**config.mk**
```make
export PLATFORM = sky130hd
export DESIGN_NAME = ir_nec_rx
export DESIGN_NICKNAME = d
export VERILOG_FILES = /design/src/rtl/ir_nec_rx.sv
export SDC_FILE = /design/constraint.sdc
export NUM_CORES = 1
export LEC_CHECK = 0
export CORE_MARGIN = 8
export CORE_UTILIZATION = 55
export DETAILED_ROUTE_END_ITERATION = 8
export DONT_BUFFER_PORTS = 1
export HOLD_SLACK_MARGIN = 0.15
export PLACE_DENSITY = 0.71
export SKIP_LAST_GASP = 1
export SLEW_MARGIN = 20
export SYNTH_ARGS = -nofsm -noshare
export SYNTH_HDL_FRONTEND = slang
export SYNTH_SLANG_ARGS = --single-unit
```
**constraint.sdc**
```tcl
create_clock -name clk -period 2.75 [get_ports clk]
set_input_delay 0.4125 -clock clk [delete_from_list [all_inputs] [get_ports clk]]
set_output_delay 0.4125 -clock clk [all_outputs]
set_load 0.03 [all_outputs]
```
**src/rtl/ir_nec_rx.sv**
```systemverilog
// NEC infrared frame receiver with an Avalon-MM register slave (DATA, STATUS, CONTROL, ERRCNT).
// Latency: a frame lands in DATA 3 clk after the stop-mark falling edge reaches in_port; readdata 1 clk after read.
// Backpressure: none; an unread frame is overwritten and flagged as overrun.
// Ports: clk/reset (sync, active-high), in_port (async IR line, low = mark),
//        address/read/write/writedata/readdata (Avalon-MM slave), irq (level).
module ir_nec_rx #(
  parameter int TICK_DIV    = 500,
  parameter int SYNC_STAGES = 2
) (
  input  logic        clk,
  input  logic        reset,
  input  logic        in_port,
  input  logic [1:0]  address,
  input  logic        read,
  input  logic        write,
  input  logic [31:0] writedata,
  output logic [31:0] readdata,
  output logic        irq
);

  typedef enum logic [2:0] {IDLE, LEAD_MARK, LEAD_SPACE, BIT_MARK, BIT_SPACE, CHECK} state_t;

  localparam int DW = (TICK_DIV > 1) ? $clog2(TICK_DIV) : 1;

  logic [SYNC_STAGES-1:0] sync_q;
  logic                   line_q;
  logic [DW-1:0]          div_q;
  logic [10:0]            cnt_q;
  state_t                 state_q, state_nxt;
  logic [4:0]             bit_idx_q, bit_idx_nxt;
  logic [31:0]            shift_q, shift_nxt;
  logic [31:0]            data_q;
  logic [3:0]             status_q;
  logic [1:0]             control_q;
  logic [7:0]             errcnt_q;

  logic line, fall, rise, tick;
  logic err, set_repeat, frame_ok, frame_bad, bit_val;
  logic [3:0] status_w1c, status_set;

  assign line = sync_q[SYNC_STAGES-1];
  assign fall = line_q & ~line;
  assign rise = ~line_q & line;
  assign tick = (div_q == DW'(TICK_DIV - 1));

  function automatic logic in_rng(input logic [10:0] v, input logic [10:0] lo, input logic [10:0] hi);
    return (v >= lo) && (v <= hi);
  endfunction

  always_comb begin
    state_nxt   = state_q;
    bit_idx_nxt = bit_idx_q;
    shift_nxt   = shift_q;
    err         = 1'b0;
    set_repeat  = 1'b0;
    frame_ok    = 1'b0;
    frame_bad   = 1'b0;
    bit_val     = 1'b0;
    if (!control_q[0]) begin
      // Disabling aborts silently: no error, no DATA update.
      state_nxt = IDLE;
    end else if (state_q != IDLE && state_q != CHECK && cnt_q >= 11'd1100) begin
      state_nxt = IDLE;
      err       = 1'b1;
    end else begin
      case (state_q)
        IDLE: if (fall) state_nxt = LEAD_MARK;
        LEAD_MARK: if (rise) begin
          if (in_rng(cnt_q, 11'd800, 11'd1000)) state_nxt = LEAD_SPACE;
          else begin state_nxt = IDLE; err = 1'b1; end
        end
        LEAD_SPACE: if (fall) begin
          if (in_rng(cnt_q, 11'd400, 11'd500)) begin
            state_nxt   = BIT_MARK;
            bit_idx_nxt = 5'd0;
          end else if (in_rng(cnt_q, 11'd180, 11'd270)) begin
            state_nxt  = IDLE;
            set_repeat = 1'b1;
          end else begin
            state_nxt = IDLE;
            err       = 1'b1;
          end
        end
        BIT_MARK: if (rise) begin
          if (in_rng(cnt_q, 11'd40, 11'd70)) state_nxt = BIT_SPACE;
          else begin state_nxt = IDLE; err = 1'b1; end
        end
        BIT_SPACE: if (fall) begin
          if (in_rng(cnt_q, 11'd40, 11'd70) || in_rng(cnt_q, 11'd140, 11'd190)) begin
            bit_val            = in_rng(cnt_q, 11'd140, 11'd190);
            shift_nxt[bit_idx_q] = bit_val;
            if (bit_idx_q == 5'd31) state_nxt = CHECK;
            else begin
              state_nxt   = BIT_MARK;
              bit_idx_nxt = bit_idx_q + 5'd1;
            end
          end else begin
            state_nxt = IDLE;
            err       = 1'b1;
          end
        end
        CHECK: begin
          state_nxt = IDLE;
          if (shift_q[15:8] == ~shift_q[7:0] && shift_q[31:24] == ~shift_q[23:16]) frame_ok = 1'b1;
          else frame_bad = 1'b1;
        end
        default: state_nxt = IDLE;
      endcase
    end
  end

  // Hardware set is OR-ed after the W1C mask so a same-cycle set survives.
  assign status_w1c = (write && address == 2'd1) ? writedata[3:0] : 4'd0;
  assign status_set = {frame_ok & status_q[0], frame_bad | err, set_repeat, frame_ok};

  always_ff @(posedge clk) begin
    if (reset) begin
      sync_q    <= '1;
      line_q    <= 1'b1;
      div_q     <= '0;
      cnt_q     <= '0;
      state_q   <= IDLE;
      bit_idx_q <= '0;
      shift_q   <= '0;
      data_q    <= '0;
      status_q  <= '0;
      control_q <= '0;
      errcnt_q  <= '0;
      readdata  <= '0;
      irq       <= 1'b0;
    end else begin
      sync_q    <= (sync_q << 1) | SYNC_STAGES'(in_port);
      line_q    <= line;
      div_q     <= tick ? '0 : div_q + DW'(1);
      if (fall || rise) cnt_q <= '0;
      else if (tick && cnt_q != 11'd2047) cnt_q <= cnt_q + 11'd1;
      state_q   <= state_nxt;
      bit_idx_q <= bit_idx_nxt;
      shift_q   <= shift_nxt;
      if (frame_ok) data_q <= shift_q;
      status_q  <= (status_q & ~status_w1c) | status_set;
      if (write && address == 2'd2) control_q <= writedata[1:0];
      if (write && address == 2'd3) errcnt_q <= '0;
      else if (err && errcnt_q != 8'd255) errcnt_q <= errcnt_q + 8'd1;
      if (read) begin
        case (address)
          2'd0:    readdata <= data_q;
          2'd1:    readdata <= {28'd0, status_q};
          2'd2:    readdata <= {30'd0, control_q};
          default: readdata <= {24'd0, errcnt_q};
        endcase
      end
      irq <= control_q[1] & (status_q[0] | status_q[1] | status_q[2]);
    end
  end

endmodule
```
==> impl_metrics.ini <==
[sta]
fin_crit_sh = 0.893
final_max_slew_viol_count = 0
rsz0062_at_grt = no
fin_worst_skew_ns = 0.00905
relSlewSlack = 0.444
whs_ns = 0.165
setup_violations = 0
finalCriticalPeriod_ns = 2.46
setup-tns-final_ns = 0
hold_viol = 0
max_freq_mhz = 407
worstMarginPinSlew_ns = 0.834

[clock_network]
clock-sinks = 142
numCtsBuffers = 17
insertion_delay_ns = 0.42
cts.repair.resized = 0
ctsHtreeMaxLevel = 4
path_clk_slew_ns = 0.06
cts-root-buf = clkbuf_16
cts_tree = built
clockBufferDepth = 2

[logic_synthesis]
synth_edf_count = 0
yosys.cell_types.count = 64
synth_xor_area_frac = 0.0428
synthArstFlopShare = 0
syn_inst = 772
yosys.area_share.simple = 0.259
synth.mux.area_fraction = 0.0726
synth_top_family_by_area = simple AND/OR/NAND/NOR gates
ys_warn_count = 0
ys_seq_area_frac = 0.434
syn-num-nets = 822
syn_avg_cell_area_um2 = 8.48
synth_compound_area_frac = 0.129
synth_flop_cell = dfxtp_1
ys_ff_latch = 142
syn-cell-area_um2 = 6550
synthAdderAreaFrac = 0.0210

[floorplanning]
die_area_um2 = 15700
core_area_um2 = 11800
floorplan.initialDensity = 0.554
fp.dieW_um = 125
dieHeight_um = 125
rows = 40
io_pins = 72

[final_layout]
area_delta_synth_final_pct = 10.5
multiInputGateArea_um2 = 3440
fillerInstances = 991
final_common_cell = dfxtp_1
diodes = 0
seqCellArea_um2 = 2840
final_cell_mix = 142 x dfxtp_1, 127 x nand2_1, 78 x nor2_1, 72 x a21oi_1, 43 x mux2i_1
instances_no_fill = 908
drive_gt1_frac = 0.0749
fin_nets = 798
stdcell_area_um2 = 7240
final_util = 0.613

[placed_design]
placed_area_um2 = 6560
numPortBuffers = 0
place_inst = 873
hpwlAfterDp_um = 9300
finalWeightedCongestion = 0.842

[worst_hold_path]
hold_class = input port to flop

[drt]
wl_um = 14000
wl_met3_um = 654
num_vias = 5139
drc = 0
drt-met1-wl_um = 6190
topRoutingLayerUsed = met4
drt_iter0_drc = 392
wire_per_inst_um = 15.4
drtAntennaViolNets = 0
routed_via_density = 5.66
first_pass_iters = 5
dr_wl_met2_um = 6890

[pwr]
p_seq_frac = 0.453
p_per_area_nw_per_um2 = 637
p_sw_uw = 1020
power.share.clock = 0.529
ir_drop_mv = 0.421
p_comb_frac = 0.018
p_leak_uw = 0.00274
switching_share = 0.221
p_int_uw = 3590

[setup_path]
cp-end-kind = flop
worst_path_max_delay_cell = or4b_4
cp-start-kind = flop
crit_type = flop to flop
worstPathArrival_ns = 2.75
path_cells = or4b_4 > o22ai_4 > a22oi_4 > nor4b_4 > and2_1 > nand2_1 > mux2i_1
critPathMaxFanout = 11
crit_family = simple AND/OR/NAND/NOR gates
r2r_slack_ns = 0.29
slowest_delay_ns = 0.57
cp_data_required_time_ns = 3.05
critical_path_buf_inv_count = 0

[global_route]
grt_first_pass_wirelength_um = 23900
grt_pass1_vias = 4946
grt_antenna_before_repair = 0
overflow = 0
grt_max_degree = 81
grt_use_total = 0.183

[run]
cap_violations = 0

[outcome]
status = finished clean
==> per-stage QoR <==
step / worst slack, ns / power (uW)
2_1_floorplan: 0.609 / 2210
3_3_place_gp: 0.333 / 2190
3_5_place_dp: 0.282 / 2190
4_1_cts: 0.273 / 4650
5_1_grt: 0.0714 / 4760
6_report: 0.293 / 4610
==> area by class of cell <==
class | instances | area share
flip-flops and latches | 142 | 0.393
inverters | 12 | 0.00622
well taps | 147 | 0.0254
repair buffers | 9 | 0.0128
clock inverters | 14 | 0.0271
multi-input cells | 566 | 0.475
clock buffers | 18 | 0.0607
==> kinds of logic (layout without fill, tap and decap cells) <==
logic type | count (synthesis) | after routing
adder cells (fa/ha/maj) | 11 | 11
multiplexers | 45 | 45
buffers and inverters | 64 | 53
XOR/XNOR | 32 | 32
flip-flops | 142 | 142
AND/OR/NAND/NOR | 350 | 350
AO/OA/AOI/OAI | 128 | 128
==> flip-flops by register name, indices dropped and copies added (netlist names) <==
| register | flops |
|---|---|
| shift_q | 32 |
| bit_idx_q | 5 |
| irq | 1 |
| data_q | 32 |
| state_q | 3 |
| errcnt_q | 8 |
| status_q | 4 |
| cnt_q | 11 |
| control_q | 2 |
| line_q | 1 |
| sync_q | 2 |
| div_q | 9 |
| readdata | 32 |
==> final timing paths <==
kind	endpoint	depth (start not counted)	startpoint
worst max register to register	shift_q[11]	7	cnt_q[4]
worst min register to register	sync_q[1]	1	sync_q[0]
worst max-delay path	shift_q[11]	7	cnt_q[4]
worst min-delay path	control_q[0]	2	writedata[0]
==> cell usage after synthesis, types with 2 or more instances <==
master / instances / area share
a211oi_1: 7 / 0.0080
a22oi_1: 7 / 0.0080
or3_1: 2 / 0.0019
ha_1: 11 / 0.021
nor3b_1: 5 / 0.0057
and2_1: 10 / 0.0096
buf_1: 3 / 0.0017
o21ai_1: 3 / 0.0023
nand2_1: 127 / 0.073
nand4_1: 7 / 0.0067
a21oi_1: 72 / 0.055
nor3_1: 9 / 0.0069
buf_4: 4 / 0.0046
o21ai_0: 6 / 0.0046
o31a_1: 2 / 0.0027
nor2b_1: 30 / 0.029
mux4_2: 2 / 0.0069
and3_1: 6 / 0.0057
o211a_1: 2 / 0.0031
inv_1: 12 / 0.0069
nand3_1: 14 / 0.011
nor2_1: 78 / 0.045
or2_2: 5 / 0.0048
clkbuf_1: 40 / 0.023
and3b_1: 2 / 0.0027
nand3b_1: 3 / 0.0034
dfxtp_1: 142 / 0.43
mux2i_1: 43 / 0.066
o21a_1: 2 / 0.0023
nor4_1: 7 / 0.0067
a211o_1: 2 / 0.0027
xnor2_1: 23 / 0.031
nand2b_1: 40 / 0.038
a31oi_1: 3 / 0.0029
xor2_1: 9 / 0.012
buf_2: 4 / 0.0031
==> what timing repair did <==
action                                 4_1_cts  5_1_grt
endpoints found under the hold margin       80        0
hold buffers                                 3        0
buffers inserted                             0        0
==> power groups by stage <==
stage | Sequential, uW | Combinational [uW] | Clock (uW)
6_report | 2090 | 84.4 | 2440
5_1_grt | 2090 | 94.8 | 2570
4_1_cts | 2090 | 84.8 | 2480
3_5_place_dp | 2130 | 59.4 | 0
3_3_place_gp | 2130 | 57.8 | 0
2_1_floorplan | 2130 | 82.4 | 0
==> routing by layer <==
layer / track usage / vias to the layer above
met1: 0.216 / 2446
met3: 0.0535 / 26
met5: 0 / -
met4: 0.0745 / 0
met2: 0.305 / 107
li1: - / 2560
==> worst register-to-register path: cells and delay by family (launching register included) <==
kind               cells  cell delay (ns)
and+or+nand+nor        4             1.43
DFF                    1             0.43
AOI/OAI and AO/OA      2             0.34
muxes                  1             0.14
Note: power is estimated with default switching activity, not from simulation.
